===== config.mk =====
export PLATFORM = sky130hd
export DESIGN_NAME = sigdecode_h_ctrl
export DESIGN_NICKNAME = d
export VERILOG_FILES = /design/src/rtl/sigdecode_h_ctrl.sv
export SDC_FILE = /design/constraint.sdc
export NUM_CORES = 1
export LEC_CHECK = 0
export ABC_AREA = 1
export BUFFER_PORTS_ARGS = -buffer_cell sky130_fd_sc_hd__buf_2
export CAP_MARGIN = 0
export CORE_MARGIN = 8
export CORE_UTILIZATION = 58
export CTS_BUF_LIST = sky130_fd_sc_hd__clkbuf_8 sky130_fd_sc_hd__clkbuf_16
export DETAILED_ROUTE_END_ITERATION = 10
export PLACE_DENSITY = 0.9
export REMOVE_ABC_BUFFERS = 1
export SLEW_MARGIN = 25
export SYNTH_ARGS = -nofsm -noshare
export SYNTH_HDL_FRONTEND = slang
export SYNTH_SLANG_ARGS = --single-unit
export TNS_END_PERCENT = 100

===== constraint.sdc =====
create_clock -name clk -period 7.2 [get_ports clk]
set_input_delay 0.72 -clock clk [delete_from_list [all_inputs] [get_ports clk]]
set_output_delay 0.72 -clock clk [all_outputs]
set_load 0.05 [all_outputs]

===== src/rtl/sigdecode_h_ctrl.sv =====
// Hint-vector decode controller: validates the K cumulative hint counts, then issues
// one (base, count) command per polynomial to the datapath and collects completions.
module sigdecode_h_ctrl #(
    parameter int OMEGA = 75,
    parameter int K     = 8
) (
    input  logic                 clk,
    input  logic                 reset_n,
    input  logic                 zeroize,
    input  logic                 start_i,
    input  logic [K-1:0][7:0]    hintsum_i,
    output logic                 poly_valid_o,
    input  logic                 poly_ready_i,
    output logic [$clog2(K)-1:0] poly_idx_o,
    output logic [7:0]           poly_base_o,
    output logic [7:0]           poly_cnt_o,
    output logic                 poly_last_o,
    input  logic                 poly_done_i,
    input  logic                 dp_err_i,
    output logic                 busy_o,
    output logic                 done_o,
    output logic                 error_o
);
    localparam int              IW       = $clog2(K);
    localparam logic [IW-1:0]   LAST_IDX = IW'(K - 1);
    localparam logic [7:0]      OMEGA_B  = 8'(OMEGA);

    typedef enum logic [2:0] {
        IDLE    = 3'd0,
        HINTSUM = 3'd1,
        INIT    = 3'd2,
        EXEC    = 3'd3,
        DONE    = 3'd4
    } state_t;

    state_t          state_r, state_s;
    logic [7:0]      hs_r [K];
    logic [IW-1:0]   idx_r, idx_s;
    logic [IW-1:0]   chk_r, chk_s;
    logic [7:0]      prev_r, prev_s;
    logic            err_s;
    logic            latch_s;
    logic [7:0]      base_s, cnt_s;

    // Next-state and next-register-value logic for the controller FSM.
    always_comb begin
        state_s = state_r;
        idx_s   = idx_r;
        chk_s   = chk_r;
        prev_s  = prev_r;
        err_s   = error_o;
        latch_s = 1'b0;
        case (state_r)
            IDLE: begin
                if (start_i) begin
                    latch_s = 1'b1;
                    err_s   = 1'b0;
                    chk_s   = {IW{1'b0}};
                    prev_s  = 8'd0;
                    idx_s   = {IW{1'b0}};
                    state_s = HINTSUM;
                end else begin
                    state_s = IDLE;
                end
            end
            HINTSUM: begin
                // A count below its predecessor or above OMEGA is a malformed signature.
                if ((hs_r[chk_r] < prev_r) || (hs_r[chk_r] > OMEGA_B)) begin
                    err_s   = 1'b1;
                    state_s = DONE;
                end else if (chk_r == LAST_IDX) begin
                    idx_s   = {IW{1'b0}};
                    state_s = INIT;
                end else begin
                    chk_s  = chk_r + {{(IW-1){1'b0}}, 1'b1};
                    prev_s = hs_r[chk_r];
                end
            end
            INIT: begin
                if (poly_ready_i) begin
                    state_s = EXEC;
                end else begin
                    state_s = INIT;
                end
            end
            EXEC: begin
                if (poly_done_i) begin
                    if (dp_err_i) begin
                        err_s   = 1'b1;
                        state_s = DONE;
                    end else if (idx_r == LAST_IDX) begin
                        state_s = DONE;
                    end else begin
                        idx_s   = idx_r + {{(IW-1){1'b0}}, 1'b1};
                        state_s = INIT;
                    end
                end else begin
                    state_s = EXEC;
                end
            end
            DONE:    state_s = IDLE;
            default: state_s = IDLE;
        endcase
    end

    // Command fields for the upcoming polynomial; the hint-count check keeps cnt from wrapping.
    always_comb begin
        base_s = 8'd0;
        cnt_s  = 8'd0;
        if (state_s == INIT) begin
            if (idx_s == {IW{1'b0}}) begin
                base_s = 8'd0;
            end else begin
                base_s = hs_r[idx_s - {{(IW-1){1'b0}}, 1'b1}];
            end
            cnt_s = hs_r[idx_s] - base_s;
        end else begin
            base_s = 8'd0;
            cnt_s  = 8'd0;
        end
    end

    // State, working registers and registered outputs; reset/zeroize clear everything.
    always_ff @(posedge clk) begin
        if (!reset_n || zeroize) begin
            state_r      <= IDLE;
            idx_r        <= {IW{1'b0}};
            chk_r        <= {IW{1'b0}};
            prev_r       <= 8'd0;
            for (int i = 0; i < K; i++) hs_r[i] <= 8'd0;
            poly_valid_o <= 1'b0;
            poly_idx_o   <= {IW{1'b0}};
            poly_base_o  <= 8'd0;
            poly_cnt_o   <= 8'd0;
            poly_last_o  <= 1'b0;
            busy_o       <= 1'b0;
            done_o       <= 1'b0;
            error_o      <= 1'b0;
        end else begin
            state_r <= state_s;
            idx_r   <= idx_s;
            chk_r   <= chk_s;
            prev_r  <= prev_s;
            if (latch_s) begin
                for (int i = 0; i < K; i++) hs_r[i] <= hintsum_i[i];
            end
            poly_valid_o <= (state_s == INIT);
            poly_idx_o   <= (state_s == INIT) ? idx_s : {IW{1'b0}};
            poly_base_o  <= base_s;
            poly_cnt_o   <= cnt_s;
            poly_last_o  <= (state_s == INIT) && (idx_s == LAST_IDX);
            busy_o       <= (state_s != IDLE);
            done_o       <= (state_s == DONE);
            error_o      <= err_s;
        end
    end
endmodule


# [After elaboration in Yosys (flattened, before gate mapping)]
# Memories as Yosys holds them, arrays and structs flattened. A register that Yosys moved wholly into a read port is not among the register bits.
# Index checks and enable logic that the tools add are counted.
[op_classes] addsub=4 eq_ne=14 reduce_logical=12 n_lt_le_gt_ge=2 muxes=47 bitwise=9
[ops] cell="$mux W8" n=13
[ops] cell="$mux W3" n=16
[ops] cell="$pmux W8 S2" n=1
[ops] cell="$mux W1" n=13
[ops] cell="$eq A3 B3 Y1 const B" n=4
[ops] cell="$ne A2 B2 Y1 const B" n=6
[ops] cell="$pmux W3 S4" n=1
[ops] cell="$eq A3 B2 Y1 const B" n=3
[ops] cell="$pmux W3 S3" n=1
[ops] cell="$gt A8 B7 Y1 const B" n=1
[ops] cell="$lt A8 B8 Y1" n=1
[ops] cell="$or A1 B1 Y1" n=8
[ops] cell="$sub A8 B8 Y8" n=1
[ops] cell="$add A3 B1 Y3 const B" n=2
[ops] cell="$logic_not A3 Y1" n=2
[ops] cell="$pmux W3 S2" n=1
[ops] cell="$reduce_bool A3 Y1" n=2
[ops] cell="$reduce_and A5 Y1" n=1
[ops] cell="$reduce_and A4 Y1" n=1
[ops] cell="$eq A3 B1 Y1 const B" n=1
[ops] cell="$pmux W1 S3" n=1
[ops] cell="$sub A3 B1 Y3 const B" n=1
[ops] cell="$logic_or A1 B1 Y1" n=2
[ops] cell="$reduce_bool A2 Y1" n=1
[ops] cell="other kinds (4)" n=4
[word_totals] ramBits=64 memories=1 word_cells=101 ff_bits=41
[memory_table] memory="hs_r" depth=8 word_bits=8 read_ports=3 rd_clocked_by_memory_dff=1 write_ports=8 line="37" text="logic [7:0] hs_r [K];"

# [Longest topological paths before layout]
# An unclocked memory read counts as a cell.
[logic_depth] ltp_word=10 mapped_depth=45 depth_no_buf=41

# [Worst setup path before layout]
# No wires, ideal clock.
[synth_timing] kind="flip-flop to flip-flop" from="register with a tool-made name" to="register poly_cnt_o[7]" path_buffers=6 t_required_ns=7.084 arrival_ns=4.878 synth_period_minus_slack_ns=4.995 path_stages_with_launch=41 setup_time_ns=0.116 path_slack_ns=2.205 path_cell_list="dfxtp_1 buf_6 inv_2 buf_4 buf_2 a21oi_1 o21ai_0 a31oi_1 ha_1 nand2_1 nor2_1 a211oi_1 nand2_1 nand3_2 nand2_1 nand3b_1 buf_2 buf_2 [5 not listed] nand3_1 ha_1 nand2_1 nor2_1 a211oi_1 nor2_1 nor2_1 nor2_1 nor2_1 inv_1 nand2_1 a21oi_1 nor2_1 inv_1 nand3_1 nand3_1 nand2_1 nor2_2"
[synth_rtl] item="end signal: assignment" line="150" text="poly_cnt_o <= cnt_s;"
[synth_rtl] item="end: declaration" line="16" text="output logic [7:0] poly_cnt_o,"

==> impl_metrics.json <==
{
  "switching_share_pct": 26.7,
  "dr_total_vias": 5768,
  "die_h_microns": 121,
  "ys_ff_latch": 108,
  "drtIter0Drc": 691,
  "slew_violations": 0,
  "setup_viol": 0,
  "power_frac_comb_pct": 11.5,
  "antenna_cells": 0,
  "outcome": "finished clean",
  "clkPwrFrac_pct": 31.2,
  "cp_common_cell": "nand2_1",
  "ys_warn_count": 0,
  "cp-start-kind": "flop",
  "fin_crit_ns": 6.46,
  "cp-end-kind": "flop",
  "cp_max_fo": 52,
  "synth_cell_types": 37,
  "tns_ns": 0,
  "pin_count": 95,
  "hold_slack_ns": 0.470,
  "fin_crit_sh_pct": 89.7,
  "track_usage_pct": 22.0,
  "grt_first_pass_wirelength_microns": 26200,
  "port_buffers": 94,
  "max_slew_margin_pct": 37.4,
  "p_int_uw": 892,
  "hpwlAfterDp_microns": 11300,
  "clk_pin_slew_worst_paths_ns": 0.11,
  "synth_cells": 842,
  "grt_max_degree": 59,
  "hold_class": "flop to flop",
  "gp_congestion": 0.947,
  "p_switching_uw": 324,
  "clkSinkCount": 108,
  "dieWidth_microns": 121,
  "grt_busiest_layer": "met2",
  "crit_type": "flop to flop",
  "ys_seq_area_share_pct": 44.1,
  "rsz0062_at_grt": "no",
  "syn_to_final_growth_pct": 10.4,
  "rows": 38,
  "finalNetCount": 1004,
  "fmax_mhz": 155,
  "crit_family": "simple AND/OR/NAND/NOR gates",
  "overflow": 0,
  "clock-root-buffer": "clkbuf_8",
  "syn_area_sq_um": 6360,
  "ant_nets": 0,
  "hold_viol": 0,
  "use_met3_pct": 5.13,
  "antenna_found_initial": 0,
  "grt_pass1_vias": 5571,
  "initial_utilization_pct": 58.9,
  "dieArea_sq_um": 14600,
  "cts_tree": "done",
  "routed_wl_microns": 15800,
  "first_pass_iters": 6,
  "synth.avg_cell_area_sq_um": 7.56,
  "cp_data_required_time_ns": 7.49,
  "max_stage_delay_ns": 0.69,
  "clkLatencyLatePin_ns": 0.39,
  "crit_arrival_ns": 6.74,
  "grtUsageMet2_pct": 36.5,
  "met1_usage_pct": 27.2,
  "core_sq_um": 10800,
  "drv_cap": 0,
  "drc": 0,
  "drive_gt1_share_pct": 15.7,
  "clk_path_buf_depth": 2,
  "detail_route.vias_per_cell": 5.46,
  "p_seq_share_pct": 57.3,
  "leakage_uw": 0.00338,
  "fin_worst_skew_ns": 0.0138,
  "htreeDepth": 3,
  "cts_inserted_buffers": 9,
  "power.total_uw": 1220,
  "power_density_nw_per_um2": 173,
  "fill_cells": 917,
  "max-vdd-ir-drop_uv": 113,
  "wire_per_inst_microns": 14.9,
  "worst-path-buf-inv": 4,
  "worst_pin_slew_ns": 0.939,
  "crit_slowest_cell": "ha_2"
}
[flip-flops by register name, indices dropped and copies added, names as in the netlist, named ones only]
register	count
busy_o	1
chk_r	3
done_o	1
error_o	1
hs_r	64
idx_r	3
poly_base_o	8
poly_cnt_o	8
poly_idx_o	3
poly_last_o	1
poly_valid_o	1
prev_r	8
state_r	3
[through the flow]
step / cells / util (%) / cell area [sq um] / setup WS (ns)
3_3_place_gp: 1041 / 63.2 / 6820 / 0.886
2_1_floorplan: 802 / - / 6130 / 1.44
6_report: 1057 / 65.1 / 7030 / 0.741
3_5_place_dp: 1041 / 63.2 / 6820 / 0.618
5_1_grt: 1057 / 65.1 / 7030 / 0.0774
4_1_cts: 1057 / 65.1 / 7020 / 0.534
[Yosys cell counts, drive strengths merged]
| library cell | number | area, sq um |
|---|---|---|
| xor2 | 1 | 8.76 |
| clkbuf | 13 | 48.8 |
| a211oi | 2 | 15.0 |
| a32oi | 1 | 8.76 |
| or3 | 1 | 6.26 |
| a31oi | 4 | 31.3 |
| nand4 | 9 | 56.3 |
| o211ai | 25 | 188 |
| inv | 154 | 578 |
| nand3 | 57 | 325 |
| nor3b | 1 | 7.51 |
| clkinv | 1 | 3.75 |
| o21ai | 64 | 320 |
| o31ai | 6 | 55.1 |
| nand3b | 1 | 7.51 |
| edfxtp | 64 | 1920 |
| nor2 | 116 | 448 |
| ha | 20 | 250 |
| nor3 | 6 | 30.0 |
| fa | 1 | 20.0 |
| nand2 | 142 | 553 |
| dfxtp | 44 | 881 |
| buf | 27 | 184 |
| a21oi | 82 | 414 |
[worst register-to-register path, delay by kind of cell (launching register included)]
kind / cells / cell delay (ns)
flip-flops: 1 / 0.44
buffers and inverters: 4 / 1.03
AO/OA/AOI/OAI: 7 / 1.09
AND/OR/NAND/NOR: 23 / 2.35
adder cells (fa/ha/maj): 3 / 1.42
[worst paths after layout]
check | start | end | slack [ns] | cells past startpoint
max | flop | poly_cnt_o[7]$_SDFF_PP0_ | 0.74 | 37
min | prev_r[4]$_SDFFE_PP0P_ | prev_r[4]$_SDFFE_PP0P_ | 0.47 | 2
max reg2reg | flop | poly_cnt_o[7]$_SDFF_PP0_ | 0.74 | 37
min reg2reg | prev_r[4]$_SDFFE_PP0P_ | prev_r[4]$_SDFFE_PP0P_ | 0.47 | 2
[layer usage]
metal | wire [microns] | vias to the layer above
met1 | 6320 | 2549
met2 | 7480 | 297
met3 | 1560 | 39
li1 | - | 2883
met5 | 0 | -
met4 | 412 | 0
[cells in the final DEF (no fill, tap or decap), types with 5 or more instances in the layout]
cell type	instances
dfxtp_1	43
buf_2	94
nand3_1	51
nand2_2	6
inv_1	149
ha_1	19
clkbuf_8	10
o21ai_1	10
buf_4	5
a21oi_1	81
o211ai_1	25
nand4_1	9
nor3_1	6
inv_2	5
nand2_1	135
nor2_2	5
edfxtp_1	64
o21ai_0	54
nor2_1	111
[cells by family after synthesis]
logic type / Yosys count / synth area share (%)
xor gates and xnor gates: 1 / 0.138
buffers and inverters: 195 / 12.8
DFF: 108 / 44.1
adders and majority gates: 21 / 4.25
and+or+nand+nor: 333 / 22.5
AOI/OAI and AO/OA: 184 / 16.2
[area by class of cell]
| class | instances | area (sq um) | area share [%] |
|---|---|---|---|
| clock buffer | 11 | 163 | 2.32 |
| clock inverter | 5 | 38.8 | 0.552 |
| inverter | 155 | 582 | 8.28 |
| multi-input combinational | 539 | 2760 | 39.2 |
| sequential | 108 | 2800 | 39.9 |
| tap | 140 | 175 | 2.49 |
| timing repair buffer | 99 | 508 | 7.23 |
[power by group through the flow]
stage / Sequential, uW / Combinational (uW) / Clock, uW
floorplan: 707 / 90.4 / 0
global placement: 710 / 133 / 0
finish: 697 / 140 / 379
CTS: 697 / 139 / 380
detailed placement: 711 / 138 / 0
global route: 700 / 159 / 402
[repair_timing]
action | 4_1_cts | 5_1_grt
buffers inserted | 0 | 0
endpoints found under the setup margin | 0 | 3
hold buffers | 0 | 0
resized for setup | 0 | 2
No activity file was read; power rests on OpenSTA's default activity.
